`src/rtl/uart_arbiter.sv`:
```
`default_nettype none
// ============================================================================
// Module   : uart_arbiter
// Brief    : Two-requester packet arbiter feeding a single uart_tx byte port.
//            Optional idle-owner timeout enabled by macro UART_ARBITER_TIMEOUT_EN.
// Revision : 1.0 - initial release
// ============================================================================
module uart_arbiter #(
  parameter logic [15:0] TIMEOUT_CYCLES = 16'd4095
) (
  input  logic       clk,
  input  logic       rst,
  input  logic       req0_valid,
  input  logic [7:0] req0_data,
  input  logic       req0_last,
  output logic       req0_ready,
  input  logic       req1_valid,
  input  logic [7:0] req1_data,
  input  logic       req1_last,
  output logic       req1_ready,
  input  logic       uart_ready,
  output logic [7:0] uart_out,
  output logic       uart_out_en,
  output logic [1:0] grant,
  output logic       timeout_pulse
);

  typedef enum logic [2:0] {
    S_IDLE  = 3'd0,
    S_ARB   = 3'd1,
    S_ISSUE = 3'd2,
    S_HOLD  = 3'd3,
    S_WAIT  = 3'd4
  } state_t;

  state_t     state_q;
  logic       owner_q;      // 0: req0 owns the lock, 1: req1
  logic       ptr_q;        // requester favoured on the next tie
  logic       last_q;
  logic [1:0] grant_q;
  logic [7:0] out_q;
  logic       out_en_q;
  logic       rdy0_q;
  logic       rdy1_q;

  logic       owner_valid;
  logic [7:0] owner_data;
  logic       owner_last;

  assign owner_valid = owner_q ? req1_valid : req0_valid;
  assign owner_data  = owner_q ? req1_data  : req0_data;
  assign owner_last  = owner_q ? req1_last  : req0_last;

`ifdef UART_ARBITER_TIMEOUT_EN
  logic [15:0] idle_cnt_q;
  logic        timeout_q;
  assign timeout_pulse = timeout_q;
`else
  logic unused_timeout_cfg;
  assign unused_timeout_cfg = ^TIMEOUT_CYCLES;
  assign timeout_pulse      = 1'b0;
`endif

  always_ff @(posedge clk) begin
    if (rst) begin
      state_q    <= S_IDLE;
      owner_q    <= 1'b0;
      ptr_q      <= 1'b0;
      last_q     <= 1'b0;
      grant_q    <= 2'b00;
      out_q      <= 8'h00;
      out_en_q   <= 1'b0;
      rdy0_q     <= 1'b0;
      rdy1_q     <= 1'b0;
`ifdef UART_ARBITER_TIMEOUT_EN
      idle_cnt_q <= 16'd0;
      timeout_q  <= 1'b0;
`endif
    end else begin
      out_en_q  <= 1'b0;
      rdy0_q    <= 1'b0;
      rdy1_q    <= 1'b0;
`ifdef UART_ARBITER_TIMEOUT_EN
      timeout_q <= 1'b0;
`endif
      case (state_q)
        S_IDLE: begin
          if (req0_valid || req1_valid) state_q <= S_ARB;
        end
        S_ARB: begin
          if (req0_valid && (!req1_valid || !ptr_q)) begin
            owner_q <= 1'b0;
            grant_q <= 2'b01;
            state_q <= S_WAIT;
          end else if (req1_valid) begin
            owner_q <= 1'b1;
            grant_q <= 2'b10;
            state_q <= S_WAIT;
          end else begin
            state_q <= S_IDLE;
          end
        end
        S_WAIT: begin
          // Strobe and handshake are registered here so they appear together in ISSUE.
          if (owner_valid && uart_ready) begin
            out_q    <= owner_data;
            last_q   <= owner_last;
            out_en_q <= 1'b1;
            rdy0_q   <= ~owner_q;
            rdy1_q   <= owner_q;
            state_q  <= S_ISSUE;
          end
`ifdef UART_ARBITER_TIMEOUT_EN
          if (owner_valid) begin
            idle_cnt_q <= 16'd0;
          end else if (({1'b0, idle_cnt_q} + 17'd1) >= {1'b0, TIMEOUT_CYCLES}) begin
            idle_cnt_q <= 16'd0;
            grant_q    <= 2'b00;
            ptr_q      <= ~owner_q;
            timeout_q  <= 1'b1;
            state_q    <= S_IDLE;
          end else if (idle_cnt_q != 16'hFFFF) begin
            idle_cnt_q <= idle_cnt_q + 16'd1;
          end
`endif
        end
        S_ISSUE: begin
          state_q <= S_HOLD;
        end
        S_HOLD: begin
          if (last_q) begin
            grant_q <= 2'b00;
            ptr_q   <= ~owner_q;
            state_q <= S_IDLE;
          end else begin
            state_q <= S_WAIT;
          end
        end
        default: begin
          state_q <= S_IDLE;
        end
      endcase
    end
  end

  assign req0_ready  = rdy0_q;
  assign req1_ready  = rdy1_q;
  assign uart_out    = out_q;
  assign uart_out_en = out_en_q;
  assign grant       = grant_q;

endmodule
`default_nettype wire

```
`config.mk`:
```
export PLATFORM = sky130hd
export DESIGN_NAME = uart_arbiter
export DESIGN_NICKNAME = d
export VERILOG_FILES = /design/src/rtl/uart_arbiter.sv
export SDC_FILE = /design/constraint.sdc
export NUM_CORES = 1
export LEC_CHECK = 0
export ABC_AREA = 1
export BUFFER_PORTS_ARGS = -buffer_cell sky130_fd_sc_hd__buf_4
export CAP_MARGIN = 20
export CORE_AREA = 2 2 47 49
export DETAILED_ROUTE_END_ITERATION = 7
export DIE_AREA = 0 0 49 51
export PLACE_DENSITY_LB_ADDON = 0.2
export SYNTH_ARGS = -nofsm -noshare
export SYNTH_HDL_FRONTEND = slang
export SYNTH_SLANG_ARGS = --single-unit
```
`constraint.sdc`:
```
create_clock -name clk -period 1.7 [get_ports clk]
set_input_delay 0.34 -clock clk [delete_from_list [all_inputs] [get_ports clk]]
set_output_delay 0.34 -clock clk [all_outputs]
set_load 0.02 [all_outputs]
```
==> metrics.md <==
| Metric | Value |
|---|---|
| Gpl congestion | between 0.7 and 0.8 |
| Remaining antenna violation count | 0 |
| Mux cell area share after synthesis | 0% |
| Maximum clock insertion buffer count | 2 |
| Hold-fix buffers at CTS | 0 |
| Final Net Count | 208 |
| Primary flip-flop cell chosen by synthesis mapping | dfxtp_1 |
| GRT Util Overall | 17.5% |
| Global route overflow | 0 |
| Combinational cell fraction of total power | 28.9% |
| Cells resized by post-CTS repair | 0 |
| Clock tree from TritonCTS | built |
| Switching power as a share of total power | 32.7% |
| Routed length on met1 | 818 um |
| Top routing layer in use | met4 |
| Power density over cell area | 843 mW/mm2 |
| Critical Path RT | 1.93 ns |
| Iteration count of the initial detailed-routing pass | 4 |
| Maximum cell stage delay along the critical path | between 0.3 and 0.4 ns |
| Highest fanout seen on the critical path | 21 |
| Total of buffers placed on input and output ports | 35 |
| Most frequent cells after synthesis | nand2_1 (58), nor2_1 (28), dfxtp_1 (19), inv_1 (17), nand3_1 (6) |
| Post-route fraction of the period consumed by the critical path | between 80% and 90% |
| Worst Slack Setup Final | just under 0.3 ns |
| Slowest library cell on the worst path | dfxtp_1 |
| Seq/Total Area, Yosys | 40.5% |
| IO Pins | 37 |
| Vias per cell | 4.50 |
| Met3 WL | slightly below 100 um |
| Hold WC Path Type | in -> reg |
| Initial standard-cell utilization of the core | between 40% and 50% |
| Number of antenna repair diodes | 0 |
| Crit Path Class | reg -> reg |
| Largest delay share family, worst path | simple AND/OR/NAND/NOR gates |
| Last element of the critical path | uart_out[7] |
| Cell count after synthesis | 150 |
| Share of final-layout standard cells stronger than drive strength 1 | around a quarter |
| Largest area contributor in the synthesized netlist | dfxtp_1 |
| Sum of negative setup slack | 0 ns |
| Count of flip-flops with a built-in enable after synthesis | 0 |
| Most common cell in the netlist | nand2_1 |
| Clock Sink Count | 19 |
| Via count of the first global-routing pass | 860 |
| Area fraction of the dominant cell type after synthesis | between 40% and 50% |
| Compound-Gate Fraction of Synth Area | 3.20% |
| Count of final hold-check violations | 0 |
| Clock network fraction of total power | a little over a fifth |
| Max capacitance violation total | 0 |
| Global-route wire length before repair | approximately 3500 um |
| Clock latency at the later pin of the worst-skew pair | 0.29 ns |
| Detail Route met2 WL | ~1000 um |
| DRC viols | 0 |
| Worst reg2reg endpoint | uart_out[7] |
| Number of buffers added for setup after CTS | 0 |
| Critical register-to-register path startpoint | owner_q |
| Utilization after layout | 59.6% |
| Fin Clk Skew | approximately 0.0095 ns |
| Clock period minus final worst setup slack | 1.41 ns |
| Critical path origin | owner_q |
| Cell area after synthesis | approximately 940 um2 |
| Rows | 17 |
| Setup repair after global routing missed its margin | no |
| Simple-gate area share of the yosys netlist | 43.9% |
| Critical Path End Type | flop |
| Htree depth | 1 |
| Dpl hpwl | about 1500 um |
| Net switching power | 0.000339 W |
| Worst-case vdd ir drop | roughly 430 uV |
| Parity-gate share of the synthesized area counting xor and xnor cells | 0% |
| Die Footprint | ~0.0025 mm2 |
| Core Area | 0.00206 mm2 |
| CP bufs+invs | 1 |
| Net Count, Synth | ~170 |
| Design Power | 0.00104 W |
| Setup WS pre-CTS | 0.334 ns |
| Peak clock frequency supported by timing | 0.712 GHz |
| Run status | completed |
| Vert. Die Dim | 51 um |
| Final max-slew violation count | 0 |
| Internal cell power | about 0.00070 W |
| Startpoint types | flop |
| YS warnings | 0 |
| Relative contribution of sequential cells to total power | about 50% |
| Flop2flop setup slack | 0.29 ns |
| Startpoint of the lowest-slack hold path | rst |
| Count of cell instances traversed by the critical path | 7 |
| Worst slack on hold paths | 0.270 ns |
| Cell count of the worst reg-to-reg path | 7 |
| Share of synthesized flip-flops with an asynchronous set or reset | 0% |
| Adder-Cell Fraction of Synth Area | 0% |
| Initial antenna violation count | 0 |
| Setup Viol. Count Final | 0 |
| Die extent in x | 49 um |
| Crit-path cells | inv_2 -> nand2_1 -> nand2_1 -> nand3_2 -> nand2_1 -> nand2_1 -> nor2_1 |
| Clock root cell | clkbuf_4 |
| Clock transition time at the flip-flop clock pins of the worst setup and hold paths | 0.11 ns |
| Number of design-rule violations left by the first detailed-router iteration | 15 |
| Mapped Avg Cell Area | 6.26 um2 |
| TritonCTS Buffers | 3 |
| Final routed wirelength across all metal layers | 1940 um |
| #FFs+latches synth | 19 |
| Leak Pwr | a little under 0.7 nW |
| Wire length per cell | roughly 9.1 um |
| Pin count of the biggest net entering global routing | 22 |
| Synthesis-to-layout area growth | 30.9% |
| Synth unique cells | 18 |
| Total vias in the final route | ~960 |
| Most used cell, CP | nand2_1 |
| Dominant cells by area after synthesis | dfxtp_1 (41%), nand2_1 (23%), nor2_1 (11%), inv_1 (6.8%), nand3_1 (3.2%) |
| Data arrival at the endpoint of the critical path | around 1.6 ns |
| Dominant combinational cell family by area after synthesis | simple AND/OR/NAND/NOR gates |
==> per-layer routing <==
| metal | global-route usage (%) | vias up |
|---|---|---|
| met5 | 0 | - |
| met4 | 8.57 | 0 |
| met1 | 21.2 | 414 |
| met3 | 3.51 | 2 |
| li1 | - | 512 |
| met2 | 29.9 | 27 |
==> power by group through the flow <==
stage,clock network [W],logic [W],registers (W)
finish,0.000221,0.000300,0.000515
global route,0.000255,0.000346,0.000522
CTS,0.000229,0.000303,0.000515
detailed placement,0,0.000300,0.000525
global placement,0,0.000296,0.000524
floorplan,0,0.000183,0.000544
==> placed cells by master, fill, tap and decap left out <==
cell type,instances
a21oi_1,5
buf_4,36
clkbuf_1,1
clkbuf_4,3
conb_1,1
dfxtp_1,19
inv_1,17
inv_2,2
nand2_1,58
nand2_2,1
nand3_1,6
nand3_2,1
nand4_1,1
nor2_1,28
nor2_4,1
nor3_1,1
nor3_2,2
o21ai_0,1
==> final cells by class <==
cell class                      instances  area, um2
Sequential cell                        19        380
Fill cell                             213        835
Timing Repair Buffer                   36        270
Tap cell                               28       35.0
Multi-Input combinational cell        106        445
Inverter                               19       71.3
Clock buffer                            4       26.3
==> through the flow <==
stage / std cells / cell area [um2]
floorplan: 150 / 938
global placement: 208 / 1200
detailed placement: 208 / 1200
CTS: 212 / 1230
global route: 212 / 1230
finish: 212 / 1230
==> worst min-delay path by stage <==
stage	end	slack (ns)	cells after the start
after floorplan	grant[0]	0.41	1
after global placement	ptr_q	0.44	2
after detailed placement	ptr_q	0.44	2
after CTS	state_q[2]	0.26	2
after global routing	state_q[2]	0.26	2
final	state_q[2]	0.27	2
==> cells by family (layout without fill, tap and decap cells) <==
| kind of cell | after synthesis | count (layout) |
|---|---|---|
| and+or+nand+nor | 99 | 99 |
| buffers and inverters | 25 | 59 |
| DFF | 19 | 19 |
| AOI/OAI and AO/OA | 6 | 6 |
| other | 1 | 1 |
==> state kept, by name, indices dropped and copies added, names as in the netlist <==
name,flops
uart_out,8
state_q,3
grant,2
last_q,1
owner_q,1
ptr_q,1
req0_ready,1
req1_ready,1
uart_out_en,1
==> worst reg2reg max path: cells and delay by family, from the launching register on <==
kind | cells | cell delay [ns]
flops | 1 | 0.34
simple gates | 6 | 0.84
buf+inv | 1 | 0.16
Power figures use the tool's default switching activity.
